$ cat src/rtl/nt_mon_pkg.sv
// Shared types and default parameters for the Nt-node trigger monitor.
// Imported by the delay line and the monitor top level.
package nt_mon_pkg;

  typedef enum logic [1:0] {
    ST_IDLE      = 2'd0,
    ST_ARMED     = 2'd1,
    ST_TRIGGERED = 2'd2
  } nt_state_e;

  localparam int NT_DEF_WIDTH  = 8;
  localparam int NT_DEF_DEPTH  = 3;
  localparam int NT_DEF_CNT_W  = 8;
  localparam int NT_DEF_THRESH = 4;

endpackage

$ cat src/rtl/nt_node_delay_line.sv
// Enabled WIDTH x DEPTH shift register with synchronous clear.
// The fill counter saturates at DEPTH, so 'filled' means the last stage holds a real sample.
module nt_node_delay_line
  import nt_mon_pkg::*;
#(
  parameter int WIDTH = NT_DEF_WIDTH,
  parameter int DEPTH = NT_DEF_DEPTH
) (
  input  logic             clk,
  input  logic             rst,
  input  logic             clr,
  input  logic             en,
  input  logic [WIDTH-1:0] din,
  output logic [WIDTH-1:0] dout,
  output logic             filled
);

  localparam int FILL_W = $clog2(DEPTH + 1);
  localparam logic [FILL_W-1:0] DEPTH_F = FILL_W'(DEPTH);

  logic [WIDTH-1:0]  stage_r [DEPTH];
  logic [FILL_W-1:0] fill_r;

  // Shift stages and count valid beats; clear flushes everything.
  always_ff @(posedge clk) begin
    if (rst || clr) begin
      for (int k = 0; k < DEPTH; k++) begin
        stage_r[k] <= '0;
      end
      fill_r <= '0;
    end else if (en) begin
      stage_r[0] <= din;
      for (int k = 1; k < DEPTH; k++) begin
        stage_r[k] <= stage_r[k-1];
      end
      if (fill_r != DEPTH_F) begin
        fill_r <= fill_r + {{(FILL_W-1){1'b0}}, 1'b1};
      end
    end
  end

  assign dout   = stage_r[DEPTH-1];
  assign filled = (fill_r == DEPTH_F);

endmodule

$ cat src/rtl/nt_node_trigger_monitor.sv
// Rare-activation monitor: delays tapped node values, matches the oldest stage
// against a masked pattern, counts hits and raises trig at THRESH.
module nt_node_trigger_monitor
  import nt_mon_pkg::*;
#(
  parameter int WIDTH  = NT_DEF_WIDTH,
  parameter int DEPTH  = NT_DEF_DEPTH,
  parameter int CNT_W  = NT_DEF_CNT_W,
  parameter int THRESH = NT_DEF_THRESH
) (
  input  logic             I1470_clk,
  input  logic             I1477_rst,
  input  logic [WIDTH-1:0] in_nodes,
  input  logic             in_valid,
  input  logic [WIDTH-1:0] cfg_pattern,
  input  logic [WIDTH-1:0] cfg_mask,
  input  logic             cfg_load,
  input  logic             arm,
  input  logic             clear,
  output logic [CNT_W-1:0] hit_count,
  output logic             trig,
  output logic [1:0]       state
);

  localparam logic [CNT_W:0]   THRESH_W = (CNT_W + 1)'(THRESH);
  localparam logic [CNT_W-1:0] CNT_MAX  = {CNT_W{1'b1}};

  logic [WIDTH-1:0] pattern_r;
  logic [WIDTH-1:0] mask_r;
  logic [CNT_W-1:0] hit_count_r;
  logic             trig_r;
  nt_state_e        state_r;
  nt_state_e        state_next_s;
  logic [WIDTH-1:0] tail_s;
  logic             filled_s;
  logic             match_s;
  logic             hit_s;
  logic [CNT_W:0]   cnt_inc_s;

  nt_node_delay_line #(
    .WIDTH (WIDTH),
    .DEPTH (DEPTH)
  ) u_delay (
    .clk    (I1470_clk),
    .rst    (I1477_rst),
    .clr    (clear),
    .en     (in_valid),
    .din    (in_nodes),
    .dout   (tail_s),
    .filled (filled_s)
  );

  // An all-zero mask is treated as "no condition" rather than "always match".
  assign match_s   = (mask_r != '0) && (((tail_s ^ pattern_r) & mask_r) == '0);
  assign hit_s     = in_valid && filled_s && match_s &&
                     ((state_r == ST_ARMED) || (state_r == ST_TRIGGERED));
  assign cnt_inc_s = {1'b0, hit_count_r} + {{CNT_W{1'b0}}, 1'b1};

  // Next-state decode; the unused encoding falls back to IDLE.
  always_comb begin
    state_next_s = ST_IDLE;
    if (clear) begin
      state_next_s = ST_IDLE;
    end else begin
      case (state_r)
        ST_IDLE: begin
          if (arm) begin
            state_next_s = ST_ARMED;
          end else begin
            state_next_s = ST_IDLE;
          end
        end
        ST_ARMED: begin
          if (hit_s && (cnt_inc_s >= THRESH_W)) begin
            state_next_s = ST_TRIGGERED;
          end else begin
            state_next_s = ST_ARMED;
          end
        end
        ST_TRIGGERED: state_next_s = ST_TRIGGERED;
        default:      state_next_s = ST_IDLE;
      endcase
    end
  end

  // State, trigger flag and saturating hit counter.
  always_ff @(posedge I1470_clk) begin
    if (I1477_rst) begin
      state_r     <= ST_IDLE;
      trig_r      <= 1'b0;
      hit_count_r <= '0;
    end else begin
      state_r <= state_next_s;
      trig_r  <= (state_next_s == ST_TRIGGERED);
      if (clear) begin
        hit_count_r <= '0;
      end else if (hit_s && (hit_count_r != CNT_MAX)) begin
        hit_count_r <= cnt_inc_s[CNT_W-1:0];
      end
    end
  end

  // Pattern/mask are only writable while idle and survive clear.
  always_ff @(posedge I1470_clk) begin
    if (I1477_rst) begin
      pattern_r <= '0;
      mask_r    <= '0;
    end else if (!clear && cfg_load && (state_r == ST_IDLE)) begin
      pattern_r <= cfg_pattern;
      mask_r    <= cfg_mask;
    end
  end

  assign hit_count = hit_count_r;
  assign trig      = trig_r;
  assign state     = state_r;

endmodule

$ cat config.mk
export PLATFORM = sky130hd
export DESIGN_NAME = nt_node_trigger_monitor
export DESIGN_NICKNAME = d
export VERILOG_FILES = /design/src/rtl/nt_mon_pkg.sv /design/src/rtl/nt_node_delay_line.sv /design/src/rtl/nt_node_trigger_monitor.sv
export SDC_FILE = /design/constraint.sdc
export NUM_CORES = 1
export LEC_CHECK = 0
export ABC_AREA = 1
export CORE_MARGIN = 1
export CORE_UTILIZATION = 40
export CTS_BUF_LIST = sky130_fd_sc_hd__clkbuf_4
export DETAILED_ROUTE_END_ITERATION = 6
export GPL_TIMING_DRIVEN = 0
export PLACE_DENSITY = 0.72
export REMOVE_ABC_BUFFERS = 1
export SYNTH_ARGS = -nofsm -noshare
export SYNTH_HDL_FRONTEND = slang
export SYNTH_SLANG_ARGS = --single-unit
$ cat constraint.sdc
create_clock -name I1470_clk -period 1.55 [get_ports I1470_clk]
set_clock_uncertainty 0.15 [all_clocks]
set_input_delay 0.155 -clock I1470_clk [delete_from_list [all_inputs] [get_ports I1470_clk]]
set_output_delay 0.155 -clock I1470_clk [all_outputs]
set_load 0.03 [all_outputs]
==> results_tabular.tex <==
\begin{tabular}{lr}
\hline
Metric & Value \\
\hline
\multicolumn{2}{l}{\textbf{CTS}} \\
\quad CTS tree & done \\
\quad Number of buffers on the longest clock path & 2 \\
\quad Hold-fix buffers at CTS & 0 \\
\quad Total clock sinks & 53 \\
\quad Root buffer selected by CTS & sky130\_fd\_sc\_hd\_\_clkbuf\_4 \\
\quad CTS HTree Levels & 2 \\
\quad Worst-Skew Late Latency & 380 ps \\
\quad Inserted Clock Buffers & 5 \\
\quad Clock transition time at the flip-flop clock pins of the worst setup and hold paths & $\sim$170 ps \\
\multicolumn{2}{l}{\textbf{Critical path}} \\
\quad R2r endpoint & trig \\
\quad Capture point of the worst path & trig \\
\quad Required time of the worst setup path & between 1500 and 2000 ps \\
\quad Element type at the critical path end & flip-flop \\
\quad Worst R2R Path Depth & 11 \\
\quad Worst Path Max Fanout & 4 \\
\quad Reg2reg start & hit\_count[1] \\
\quad Internal reg-to-reg setup slack & -210 ps \\
\quad Crit path from & hit\_count[1] \\
\quad Worst Setup Start Kind & flip-flop \\
\quad Crit path DAT & 1910 ps \\
\quad CP Class & flip-flop to flip-flop \\
\multicolumn{2}{l}{\textbf{Timing}} \\
\quad Number of endpoints with negative hold slack in the final report & 0 \\
\quad Final Critical Period & 1760 ps \\
\quad Worst Tran Pin Value & 537 ps \\
\quad Relative slew slack & 0.641 \\
\quad Final max-slew violation count & 0 \\
\quad Max frequency & approximately 570 MHz \\
\quad Unrepaired setup endpoints after global routing & true \\
\quad Smallest setup slack after layout & -211 ps \\
\quad Final setup violation count & 11 \\
\quad Final period util & 1.14 \\
\multicolumn{2}{l}{\textbf{Finish}} \\
\quad Diodes inserted & 0 \\
\quad Fraction of final layout cells with drive strength greater than 1 & 0.180 \\
\quad Area of all sequential standard cells & 1310 um\^{}2 \\
\quad Multi-input combinational cell area & 993 um\^{}2 \\
\quad Fill count & 550 \\
\quad Post-synthesis to final-layout area growth & 26.8\% \\
\quad Count of nets after finishing & 389 \\
\quad Post-Layout Inst Area & 3120 um\^{}2 \\
\multicolumn{2}{l}{\textbf{Synthesis}} \\
\quad Mean cell area of the mapped netlist & around 8 um\^{}2 \\
\quad Count of cell types in the netlist & 24 \\
\quad Summed instance area of the synthesized netlist & 2460 um\^{}2 \\
\quad Instance count of the mapped netlist & around 300 \\
\quad Yosys warning count & 0 \\
\quad Total of flip-flops plus latches after synthesis & 53 \\
\quad Sequential share of the synthesized area & 0.529 \\
\multicolumn{2}{l}{\textbf{Global route}} \\
\quad Overall fraction of global-route tracks in use & 0.154 \\
\quad Antenna violations before repair & 0 \\
\quad Number of global-route vias before repair & 1759 \\
\quad Total global routing overflow & 0 \\
\quad Pin count of the biggest net entering global routing & 25 \\
\quad Global-route wire length before repair & 7.67 mm \\
\multicolumn{2}{l}{\textbf{Routing}} \\
\quad Routed length on met1 & 2.13 mm \\
\quad Routed Antenna Nets & 0 \\
\quad Met3 wire len & 165 um \\
\quad Total via count in the routed design & 2018 \\
\quad Total wire length & 4.86 mm \\
\quad First-pass detailed-route iteration total & 4 \\
\quad Routed via count divided by cell count & 4.69 \\
\quad Routed len/inst & $\sim$11 um \\
\quad Residual DRC & 0 \\
\quad First DRT Iteration DRCs & 149 \\
\quad Length of routed met2 wiring & 2.52 mm \\
\quad Highest Signal Layer & met4 \\
\multicolumn{2}{l}{\textbf{Outcome}} \\
\quad Run status & complete, but fails checks \\
\quad Violations in the final reports & negative setup slack \\
\multicolumn{2}{l}{\textbf{Placed design}} \\
\quad Pre-CTS worst setup slack & -1530 ps \\
\quad Half-perimeter wire length of the detailed placement result & 2.99 mm \\
\quad Number of buffers inserted by port buffering & 40 \\
\quad Global placer's final weighted congestion & 0.818 \\
\quad Placed inst area & 2900 um\^{}2 \\
\multicolumn{2}{l}{\textbf{Power}} \\
\quad Areal power density over the cells & 796 nW/um\^{}2 \\
\quad Worst-case vdd ir drop & 0.440 mV \\
\quad P\_leak & 0.00129 uW \\
\multicolumn{2}{l}{\textbf{Floorplanning}} \\
\quad Vertical extent of the die & 80.4 um \\
\quad Width of the die & 80.4 um \\
\quad Ports placed on the boundary & about 40 \\
\quad Core area & just under 6000 um\^{}2 \\
\quad Std cell rows & 28 \\
\quad Initial Util & 0.415 \\
\quad DIE AREA & roughly 6500 um\^{}2 \\
\multicolumn{2}{l}{\textbf{Job}} \\
\quad Max-capacitance violation count & 0 \\
\multicolumn{2}{l}{\textbf{Hold path}} \\
\quad Path class of the lowest-slack min-delay path & primary input to flip-flop \\
\hline
\end{tabular}
[layer usage]
metal	vias to the layer above	global-route usage
met4	0	0.0482
met1	917	0.190
met5	-	0
met2	42	0.263
li1	1055	-
met3	4	0.0375
[cells in the final DEF, fill, tap and decap left out, types with 2 or more instances in the layout]
cell type and instances:
sky130_fd_sc_hd__a211oi_1 6, sky130_fd_sc_hd__a21oi_1 20, sky130_fd_sc_hd__buf_4 6, sky130_fd_sc_hd__clkbuf_2 5, sky130_fd_sc_hd__clkbuf_4 5, sky130_fd_sc_hd__clkdlybuf4s15_2 5
sky130_fd_sc_hd__clkdlybuf4s50_1 28, sky130_fd_sc_hd__clkinv_2 3, sky130_fd_sc_hd__dfxtp_1 23, sky130_fd_sc_hd__dfxtp_2 4, sky130_fd_sc_hd__dfxtp_4 2, sky130_fd_sc_hd__edfxtp_1 24
sky130_fd_sc_hd__ha_1 3, sky130_fd_sc_hd__inv_1 48, sky130_fd_sc_hd__inv_2 5, sky130_fd_sc_hd__nand2_1 59, sky130_fd_sc_hd__nand2_2 9, sky130_fd_sc_hd__nand2_4 2
sky130_fd_sc_hd__nand3_1 12, sky130_fd_sc_hd__nand3_2 4, sky130_fd_sc_hd__nand4_1 2, sky130_fd_sc_hd__nor2_1 51, sky130_fd_sc_hd__nor2_2 2, sky130_fd_sc_hd__nor2_4 4
sky130_fd_sc_hd__o21ai_0 4, sky130_fd_sc_hd__o21ai_1 7
[per-stage QoR]
step,setup TNS (ps),util,instances,total power [uW],hold WS [ps]
after global placement,-85760,0.489,413,1800,306
final,-1570,0.527,430,2480,152
after CTS,-1440,0.525,428,2500,141
after global routing,-2720,0.527,430,2590,138
after detailed placement,-86380,0.489,413,1810,317
after floorplan,-12210,-,298,1690,71.9
[flip-flops by register name, summed over array words and instances, names as in the netlist]
register / count
mask_r: 8
hit_count: 8
state: 2
trig: 1
u_delay.fill_r: 2
pattern_r: 8
u_delay.stage_r: 24
[synth_stat cells]
master / count / area share
sky130_fd_sc_hd__nor2_4: 3 / 0.014
sky130_fd_sc_hd__edfxtp_1: 24 / 0.29
sky130_fd_sc_hd__dfxtp_1: 29 / 0.24
sky130_fd_sc_hd__dlygate4sd1_1: 1 / 0.0036
sky130_fd_sc_hd__o21ai_0: 4 / 0.0081
sky130_fd_sc_hd__buf_4: 1 / 0.0031
sky130_fd_sc_hd__buf_6: 2 / 0.0092
sky130_fd_sc_hd__nand4_1: 2 / 0.0051
sky130_fd_sc_hd__nor2_2: 1 / 0.0025
sky130_fd_sc_hd__xor2_1: 1 / 0.0036
sky130_fd_sc_hd__clkinv_1: 3 / 0.0046
sky130_fd_sc_hd__o21ai_1: 7 / 0.014
sky130_fd_sc_hd__nand2_2: 4 / 0.010
sky130_fd_sc_hd__nand2_1: 65 / 0.099
sky130_fd_sc_hd__clkbuf_1: 5 / 0.0076
sky130_fd_sc_hd__inv_2: 1 / 0.0015
sky130_fd_sc_hd__nor2_1: 53 / 0.081
sky130_fd_sc_hd__or2_1: 1 / 0.0025
sky130_fd_sc_hd__nand4_2: 1 / 0.0051
sky130_fd_sc_hd__nand3_1: 16 / 0.033
sky130_fd_sc_hd__inv_1: 52 / 0.079
sky130_fd_sc_hd__a211oi_1: 6 / 0.018
sky130_fd_sc_hd__a21oi_1: 20 / 0.041
sky130_fd_sc_hd__ha_1: 5 / 0.025
[how the worst min path moves through the flow]
stage,from,end,slack [ps],cells after the start
final,cfg_mask[2],mask_r[2],150,3
after global routing,I1477_rst,state[0],140,2
after CTS,cfg_mask[2],mask_r[2],140,3
after detailed placement,pattern_r[4],pattern_r[4],320,2
after global placement,u_delay.fill_r[0],u_delay.fill_r[0],310,2
after floorplan,I1477_rst,state[0],70,1
[layout make-up]
cell class / instances / area share
clock buffers: 5 / 0.0120
clock inverters: 3 / 0.00923
inverters: 56 / 0.0686
multi-input cells: 191 / 0.319
flip-flops and latches: 53 / 0.421
well taps: 75 / 0.0301
repair buffers: 47 / 0.140
[worst max-delay path, cell delays in order (launching register included)]
cell and delay (ps):
sky130_fd_sc_hd__dfxtp_4 370, sky130_fd_sc_hd__ha_2 190, sky130_fd_sc_hd__nand2_2 100, sky130_fd_sc_hd__clkinv_2 80, sky130_fd_sc_hd__nand3_2 140, sky130_fd_sc_hd__nand3_1 110
sky130_fd_sc_hd__nor2_1 130, sky130_fd_sc_hd__nand2_1 90, sky130_fd_sc_hd__nand2_1 90, sky130_fd_sc_hd__nand2_2 60, sky130_fd_sc_hd__a21oi_1 120, sky130_fd_sc_hd__nor2_1 50
[timing repair]
item / 4_1_cts / 5_1_grt
hold endpoints to repair: 0 / 0
buffers inserted: 6 / 1
cloned: 1 / 1
resized for setup: 53 / 15
endpoints found under the setup margin: 88 / 18
pin swaps: 7 / 3
[report_power, final]
part / leakage (uW) / total (uW) / switching [uW] / internal, uW
clock network: 0.0000377 / 690 / 492 / 198
logic: 0.000737 / 252 / 130 / 122
registers: 0.000519 / 1540 / 28.5 / 1510
[logic make-up (layout without fill, tap and decap cells)]
family / count (synthesis) / in the layout / share of synthesized area
buffers and inverters: 65 / 111 / 0.109
DFF: 53 / 53 / 0.529
xor gates and xnor gates: 1 / 1 / 0.00356
and+or+nand+nor: 146 / 148 / 0.252
adders and majority gates: 5 / 5 / 0.0254
AOI/OAI and AO/OA: 37 / 37 / 0.0814
No activity file was read; power rests on OpenSTA's default activity.
